==> src/rtl/ebus_arb_pkg.sv <==
// Shared EBUS arbitration types and defaults.
package ebus_arb_pkg;

    typedef enum logic [2:0] {
        ST_IDLE,
        ST_GRANT,
        ST_DEMAND,
        ST_RELEASE,
        ST_DONE
    } ebus_state_e;

    localparam int unsigned EBUS_NREQ_DFLT    = 4;
    localparam int unsigned EBUS_TIMEOUT_DFLT = 32;

endpackage

==> src/rtl/ebus_arb_rr_pick.sv <==
// Round-robin priority picker: first set req bit strictly after 'last', with wrap.
module ebus_arb_rr_pick
    import ebus_arb_pkg::*;
#(
    parameter int unsigned NREQ = EBUS_NREQ_DFLT,
    parameter int unsigned LW   = $clog2(EBUS_NREQ_DFLT)
) (
    input  logic [NREQ-1:0] req,
    input  logic [LW-1:0]   last,
    output logic [NREQ-1:0] winner_c
);

    logic          found;
    logic [LW-1:0] idx;

    always_comb begin
        winner_c = '0;
        found    = 1'b0;
        idx      = '0;
        for (int unsigned i = 1; i <= NREQ; i++) begin
            idx = LW'((32'(last) + i) % NREQ);
            if (!found && req[idx]) begin
                winner_c[idx] = 1'b1;
                found         = 1'b1;
            end
        end
    end

endmodule

==> src/rtl/ebus_arb.sv <==
// EBUS arbiter: round-robin grant, demand/transfer handshake and no-response timeout.
module ebus_arb
    import ebus_arb_pkg::*;
#(
    parameter int unsigned NREQ    = EBUS_NREQ_DFLT,
    parameter int unsigned TIMEOUT = EBUS_TIMEOUT_DFLT
) (
    input  logic            clk60,
    input  logic            CROBAR,
    input  logic [NREQ-1:0] req,
    output logic [NREQ-1:0] grant,
    output logic            demand,
    input  logic            xfer,
    output logic [NREQ-1:0] done,
    output logic            timeout,
    output logic            busy
);

    localparam int unsigned   LW      = $clog2(NREQ);
    localparam int unsigned   CW      = $clog2(TIMEOUT);
    localparam logic [CW-1:0] CNT_MAX = CW'(TIMEOUT - 1);

    ebus_state_e     state, state_nx;
    logic [CW-1:0]   count, count_nx;
    logic [LW-1:0]   last, last_nx;
    logic [NREQ-1:0] grant_nx, done_nx;
    logic            demand_nx, timeout_nx, busy_nx;
    logic [NREQ-1:0] pick_c;
    logic [LW-1:0]   pick_idx;

    ebus_arb_rr_pick #(
        .NREQ (NREQ),
        .LW   (LW)
    ) u_rr_pick (
        .req      (req),
        .last     (last),
        .winner_c (pick_c)
    );

    // Index of the one-hot winner, for the round-robin pointer.
    always_comb begin
        pick_idx = '0;
        for (int unsigned i = 0; i < NREQ; i++) begin
            if (pick_c[i]) pick_idx = LW'(i);
        end
    end

    always_ff @(posedge clk60) begin
        if (CROBAR) begin
            state   <= ST_IDLE;
            grant   <= '0;
            demand  <= 1'b0;
            done    <= '0;
            timeout <= 1'b0;
            busy    <= 1'b0;
            count   <= '0;
            last    <= LW'(NREQ - 1);
        end else begin
            state   <= state_nx;
            grant   <= grant_nx;
            demand  <= demand_nx;
            done    <= done_nx;
            timeout <= timeout_nx;
            busy    <= busy_nx;
            count   <= count_nx;
            last    <= last_nx;
        end
    end

    // Next-state and registered-output values; done/timeout are single-cycle.
    always_comb begin
        state_nx   = state;
        grant_nx   = grant;
        demand_nx  = 1'b0;
        done_nx    = '0;
        timeout_nx = 1'b0;
        count_nx   = count;
        last_nx    = last;

        case (state)
            ST_IDLE: begin
                if (|req) begin
                    grant_nx = pick_c;
                    last_nx  = pick_idx;
                    state_nx = ST_GRANT;
                end
            end
            ST_GRANT: begin
                demand_nx = 1'b1;
                count_nx  = '0;
                state_nx  = ST_DEMAND;
            end
            ST_DEMAND: begin
                if (xfer) begin
                    count_nx = '0;
                    state_nx = ST_RELEASE;
                end else if (count == CNT_MAX) begin
                    done_nx    = grant;
                    timeout_nx = 1'b1;
                    state_nx   = ST_DONE;
                end else begin
                    demand_nx = 1'b1;
                    count_nx  = count + CW'(1);
                end
            end
            ST_RELEASE: begin
                if (!xfer) begin
                    done_nx  = grant;
                    state_nx = ST_DONE;
                end else if (count == CNT_MAX) begin
                    done_nx    = grant;
                    timeout_nx = 1'b1;
                    state_nx   = ST_DONE;
                end else begin
                    count_nx = count + CW'(1);
                end
            end
            ST_DONE: begin
                grant_nx = '0;
                state_nx = ST_IDLE;
            end
            default: begin
                grant_nx = '0;
                state_nx = ST_IDLE;
            end
        endcase

        busy_nx = (state_nx != ST_IDLE);
    end

endmodule

==> config.mk <==
export PLATFORM = sky130hd
export DESIGN_NAME = ebus_arb
export DESIGN_NICKNAME = d
export VERILOG_FILES = /design/src/rtl/ebus_arb_pkg.sv /design/src/rtl/ebus_arb_rr_pick.sv /design/src/rtl/ebus_arb.sv
export SDC_FILE = /design/constraint.sdc
export NUM_CORES = 1
export LEC_CHECK = 0
export BUFFER_PORTS_ARGS = -buffer_cell sky130_fd_sc_hd__buf_2
export CORE_MARGIN = 2
export CORE_UTILIZATION = 52
export DETAILED_ROUTE_END_ITERATION = 12
export GPL_TIMING_DRIVEN = 0
export PLACE_DENSITY = 0.85
export SKIP_LAST_GASP = 1
export SLEW_MARGIN = 20
export SYNTH_ARGS = -nofsm -noshare
export SYNTH_HDL_FRONTEND = slang
export SYNTH_SLANG_ARGS = --single-unit
==> constraint.sdc <==
create_clock -name clk60 -period 3.5 [get_ports clk60]
set_input_delay 0.175 -clock clk60 [delete_from_list [all_inputs] [get_ports clk60]]
set_output_delay 0.175 -clock clk60 [all_outputs]
set_load 0.02 [all_outputs]
Yosys cells after proc, flatten, opt, wreduce, memory -nomap -nowiden

Cells that the tools add are included.

Muxes and demuxes: 48
Reductions and logical operators: 18
Equality and inequality tests: 6
Multipliers: 0
$lt $le $gt $ge: 8
Add/sub/neg operators: 5
Shifts and indexed selects: 0
Bitwise logic cells: 4
Div/mod/pow operators: 0

Operator list:

| operator              | count |
|---|---|
| $mux W4               | 8 |
| $mux W1               | 17 |
| $pmux W4 S2           | 2 |
| $mux W5               | 3 |
| $pmux W5 S3           | 1 |
| $lt A2 B3 Y1 const B  | 4 |
| $mux W3               | 4 |
| $or A4 B4 Y4          | 3 |
| $pmux W3 S4           | 1 |
| $bmux W1 S2           | 4 |
| $demux W1 S2          | 4 |
| $ge A2 B1 Y1 const B  | 4 |
| $logic_and A1 B1 Y1   | 7 |
| $eq A3 B2 Y1 const B  | 2 |
| $reduce_and A2 Y1     | 3 |
| $reduce_bool A3 Y1    | 2 |
| $add A5 B1 Y5 const B | 1 |
| $eq A5 B5 Y1 const B  | 1 |
| $add A2 B1 Y2 const B | 2 |
| $add A2 B2 Y2 const B | 2 |
| $mux W2               | 2 |
| $ne A2 B2 Y1 const B  | 2 |
| $pmux W1 S2           | 2 |
| $reduce_or A4 Y1      | 1 |
| 5 further kinds       | 7 |

Register bits after elaboration: 21
Memory bits (read-only): 0
Logic and storage cells: 97
Bits in latches: 0
Memories kept: 0
RAM bits: 0
Bits of input ports: 7
Output and inout bits: 11

Depth between registers and ports, before layout

Word-level depth: 16
Gate-level depth with buffers: 9

Modules after synthesis

Synthesis repeated with hierarchy kept, for this count alone.

Cells, all modules: 136
Area total of the unflattened synthesis: 1268.7 um2

By module, submodules not included:

| module           | area each (um2) | times used | sequential area each (um2) | cells each |
|---|---|---|---|---|
| ebus_arb         | 910.9           | 1          | 420.4                      | 98 |
| ebus_arb_rr_pick | 357.8           | 1          | 0.0                        | 38 |

Worst setup path after synthesis

Ideal clock, no wire load.

Path type: flip-flop to flip-flop
Start point: register last[0]
End point: register last[0]
Slack: 1254 ps
Arrival time: 2167 ps
Period minus slack after synthesis: 2246 ps
Required time: 3421 ps
Cell stages (with the launch flop): 10
Cell sequence: dfxtp_1 buf_6 inv_1 ha_1 mux4_2 buf_6 nor4b_4 a22oi_1 a31o_1 o221ai_2

Word-level cells in the longest chain between the ends: 16
Elaborated cells on any way between the ends: 51
Classes of those cells: add/sub (4); order compare (8); mux (26); bitwise (3); reduce/logical (10)

RTL lines:

| element                                               | line                   | RTL |
|---|---|---|
| start, declared                                       | ebus_arb.sv:25         | `logic [LW-1:0] last, last_nx;` |
| start signal, assigned                                | ebus_arb.sv:57         | `last <= LW'(NREQ - 1);` |
| start signal, assigned                                | ebus_arb.sv:66         | `last <= last_nx;` |
| branches (longest 12 deep; another with $lt A2 B3 Y1) | n/a                    |  |
| $mux W4 *                                             | ebus_arb_rr_pick.sv:22 | `if (!found && req[idx]) begin` |
| $mux W1                                               | ebus_arb.sv:44         | `if (pick_c[i]) pick_idx = LW'(i);` |
| $mux W2                                               | ebus_arb.sv:44         |  |
| $mux W2 *                                             | ebus_arb.sv:44         |  |

Every way passes the cells marked *. The select of a mux whose other input is x is not followed.
A chain may end at the register's enable or synchronous reset.

Worst setup path after layout

Start point: register last[0]
End point: register grant[2]

Word-level cells in the longest chain between the ends: 15
Elaborated cells on any way between the ends: 50
Classes of those cells: add/sub (4); order compare (8); mux (25); bitwise (3); reduce/logical (10)

RTL lines:

| element                                               | line                   | RTL |
|---|---|---|
| branches (longest 12 deep; another with $lt A2 B3 Y1) | n/a                    |  |
| $mux W4 *                                             | ebus_arb_rr_pick.sv:22 |  |
| $mux W4 *                                             | ebus_arb.sv:82         | `if (\|req) begin` |
| $pmux W4 S2 *                                         | ebus_arb.sv:80         | `case (state)` |
| end signal, assigned                                  | ebus_arb.sv:60         | `grant <= grant_nx;` |
| end, declared                                         | ebus_arb.sv:11         | `output logic [NREQ-1:0] grant,` |

Marked as above.

==> impl_metrics.py <==
metrics = {
    "setup_path": {
        "critPathCaptureType": "register",
        "worstPathRequired_ps": 3740,
        "path_delay_family": "simple AND/OR/NAND/NOR gates",
        "path_class": "register to register",
        "critPathMaxFanout": 10,
        "cp_slowest_stage_delay_ps": 450,
        "r2r-end": "grant[2]$_SDFFE_PP0P_",
        "crit_top_cell": "buf_6",
        "critical_path.slowest_cell": "dfxtp_1",
        "startpoint_type": "register",
        "worst-path-buf-inv": 3,
        "rr_worst_depth": 9,
        "reg2reg_setup_slack_ps": 1020,
        "rr_startpoint": "last[0]$_SDFFE_PP1P_",
        "path_cells": "buf_6 -> inv_1 -> ha_1 -> mux4_2 -> buf_6 -> nor4b_4 -> nand2_1 -> and3_1 -> a211oi_2",
        "crit_arrival_ps": 2720,
    },
    "synth": {
        "syn_area_per_cell_um2": 9.21,
        "synthCells": 133,
        "synth.distinct_cells": 40,
        "synth_nets": 149,
        "async_flop_share_pct": 0,
        "synth_ff_type": "dfxtp_1",
        "ys_warn_count": 0,
        "synth_edf_count": 0,
        "syn_area_um2": 1220,
        "yosys_register_bits": 21,
        "ys_seq_area_share_pct": 34.3,
    },
    "global_route": {
        "grt_pass1_vias": 998,
        "grt_overflow": 0,
        "gr-usage-all-layers_pct": 20.3,
        "antenna_found_initial": 0,
        "grt_max_degree": 13,
        "grt_pass1_wl_um": 4080,
    },
    "clock_network": {
        "htree_levels": 1,
        "ctsHoldBuffers": 0,
        "cts_buffer_depth": 2,
        "clkLatencyLatePin_ps": 310,
        "root_buffer": "clkbuf_4",
        "cts_tree": "yes",
        "cts_buffers": 3,
        "clk_pin_slew_ps": 120,
        "cts_resized": 0,
        "postCtsSetupBuffers": 0,
        "clkSinkCount": 21,
    },
    "timing": {
        "setup_viol": 0,
        "rsz0062_at_grt": "false",
        "clock_skew_ps": 1.05,
        "relSlewSlack_pct": 34.6,
        "fmax_mhz": 403,
        "drv_slew": 0,
        "finalCriticalPeriod_ps": 2480,
        "finalSetupTns_ps": 0,
        "finalCritPeriodShare_pct": 71.0,
        "worst_pin_slew_ps": 973,
        "hold_viol_final": 0,
    },
    "drt": {
        "vias_per_cell": 5.81,
        "dr.pass1.iters": 4,
        "route.vias.total": 1051,
        "drc": 0,
        "first_iter_violations": 24,
        "wl_per_cell_um": 14.0,
        "route.antenna.remaining_nets": 0,
        "wl_um": 2540,
    },
    "power_and_ir_drop": {
        "ir_worst_vdd_v": 0.000339,
        "power_density_nw_per_um2": 652,
        "p_leak_nw": 0.568,
    },
    "worst_hold_path": {
        "hold_depth": 3,
        "min_to": "grant[2]$_SDFFE_PP0P_",
        "worstHoldStart": "CROBAR",
        "holdCritPathClass": "primary input to register",
    },
    "floorplanning": {
        "initial_core_util_pct": 55.4,
        "die-area_um2": 2760,
        "core_area_um2": 2210,
        "die_height_um": 52.5,
        "rows": 17,
        "die_x_um": 52.5,
        "io_pins": 18,
    },
    "final_layout": {
        "final_net_count": 170,
        "drive_gt1_share_pct": 19.0,
        "area_growth_pct": 11.6,
        "mostFrequentLayoutCell": "dfxtp_1",
        "fin_util_pct": 61.8,
        "antennaDiodeCount": 0,
        "layout_common_cells": "dfxtp_1 (21), buf_2 (16), nor2_1 (14), nand2_1 (14), a21oi_1 (10)",
    },
    "outcome": {
        "outcome": "finished, final reports clean",
    },
    "placed_design": {
        "place_hpwl_um": 1890,
        "io_buffer_count": 16,
        "gp_congestion": 0.823,
    },
    "job": {
        "max_cap_viol_count": 0,
    },
}
worst min-delay path: cells and delay by family:
family                 cells  cell delay (ps)
buffers and inverters      1               80
AND/OR/NAND/NOR            1              150
AO/OA/AOI/OAI              1               50
report_power, final:
part	internal [mW]	leakage (nW)	switching, mW
registers	0.276	0.172	0.0398
logic	0.203	0.379	0.252
clock network	0.0428	0.0177	0.0787
state kept, by name (all words and copies together) (netlist names):
name	count
count	5
grant	4
done	4
state	3
busy	1
last	2
demand	1
timeout	1
metal layers:
| metal | GRT usage, % | wire (µm) |
|---|---|---|
| met1 | 21.0 | 1050 |
| met2 | 39.8 | 1360 |
| met3 | 6.00 | 123 |
| met4 | 3.85 | 10 |
| met5 | 0 | 0 |
layout make-up:
type / instances / area, µm²
Timing Repair Buffer: 16 / 80.1
Clock buffer: 3 / 22.5
Clock inverter: 1 / 5.00
Multi-Input combinational cell: 103 / 756
Sequential cell: 21 / 420
Tap cell: 28 / 35.0
Fill cell: 196 / 845
Buffer: 6 / 37.5
Inverter: 3 / 11.3
Yosys cell counts (2+ instances only):
master | count | area (µm²)
a211oi_1 | 3 | 22.5
a21oi_1 | 10 | 50.1
a221oi_1 | 2 | 17.5
a31oi_1 | 2 | 12.5
and2_1 | 4 | 25.0
and3_1 | 2 | 12.5
buf_6 | 2 | 22.5
clkbuf_1 | 4 | 15.0
dfxtp_1 | 21 | 420
ha_1 | 9 | 113
inv_1 | 3 | 11.3
mux4_1 | 2 | 52.6
mux4_2 | 2 | 45.0
nand2_1 | 14 | 52.6
nand2b_1 | 3 | 18.8
nand3_1 | 2 | 10.0
nand3b_1 | 4 | 30.0
nor2_1 | 14 | 52.6
nor3_1 | 4 | 20.0
o21a_1 | 2 | 15.0
o21ai_0 | 5 | 25.0
per-stage QoR:
step	instance area, µm²	hold WS, ps	power (mW)	setup WS (ps)	cells
6_report	1370	178	0.892	1020	181
5_1_grt	1370	173	0.951	877	181
4_1_cts	1370	186	0.892	998	181
3_5_place_dp	1340	471	0.772	1030	177
3_3_place_gp	1340	460	0.753	1120	177
2_1_floorplan	1220	389	0.676	1250	133
how the worst max path moves through the flow:
stage          slack (ps)                  from                     to  cells past startpoint
2_1_floorplan        1250  last[0]$_SDFFE_PP1P_   last[0]$_SDFFE_PP1P_                      9
3_3_place_gp         1120  last[1]$_SDFFE_PP1P_   last[0]$_SDFFE_PP1P_                      8
3_5_place_dp         1030  last[0]$_SDFFE_PP1P_   last[0]$_SDFFE_PP1P_                      9
4_1_cts              1000  last[0]$_SDFFE_PP1P_  grant[2]$_SDFFE_PP0P_                      9
5_1_grt               880  last[0]$_SDFFE_PP1P_   last[0]$_SDFFE_PP1P_                      9
6_report             1020  last[0]$_SDFFE_PP1P_  grant[2]$_SDFFE_PP0P_                      9
logic make-up (layout without fill, tap and decap cells):
kind of cell | count (synthesis) | in the layout | share of synthesized area (%)
AOI/OAI and AO/OA | 32 | 32 | 18.0
xor gates and xnor gates | 2 | 2 | 1.43
adders and majority gates | 9 | 9 | 9.19
buffers and inverters | 9 | 29 | 3.98
DFF | 21 | 21 | 34.3
muxes | 5 | 5 | 8.78
and+or+nand+nor | 55 | 55 | 24.3
Power figures use the tool's default switching activity.
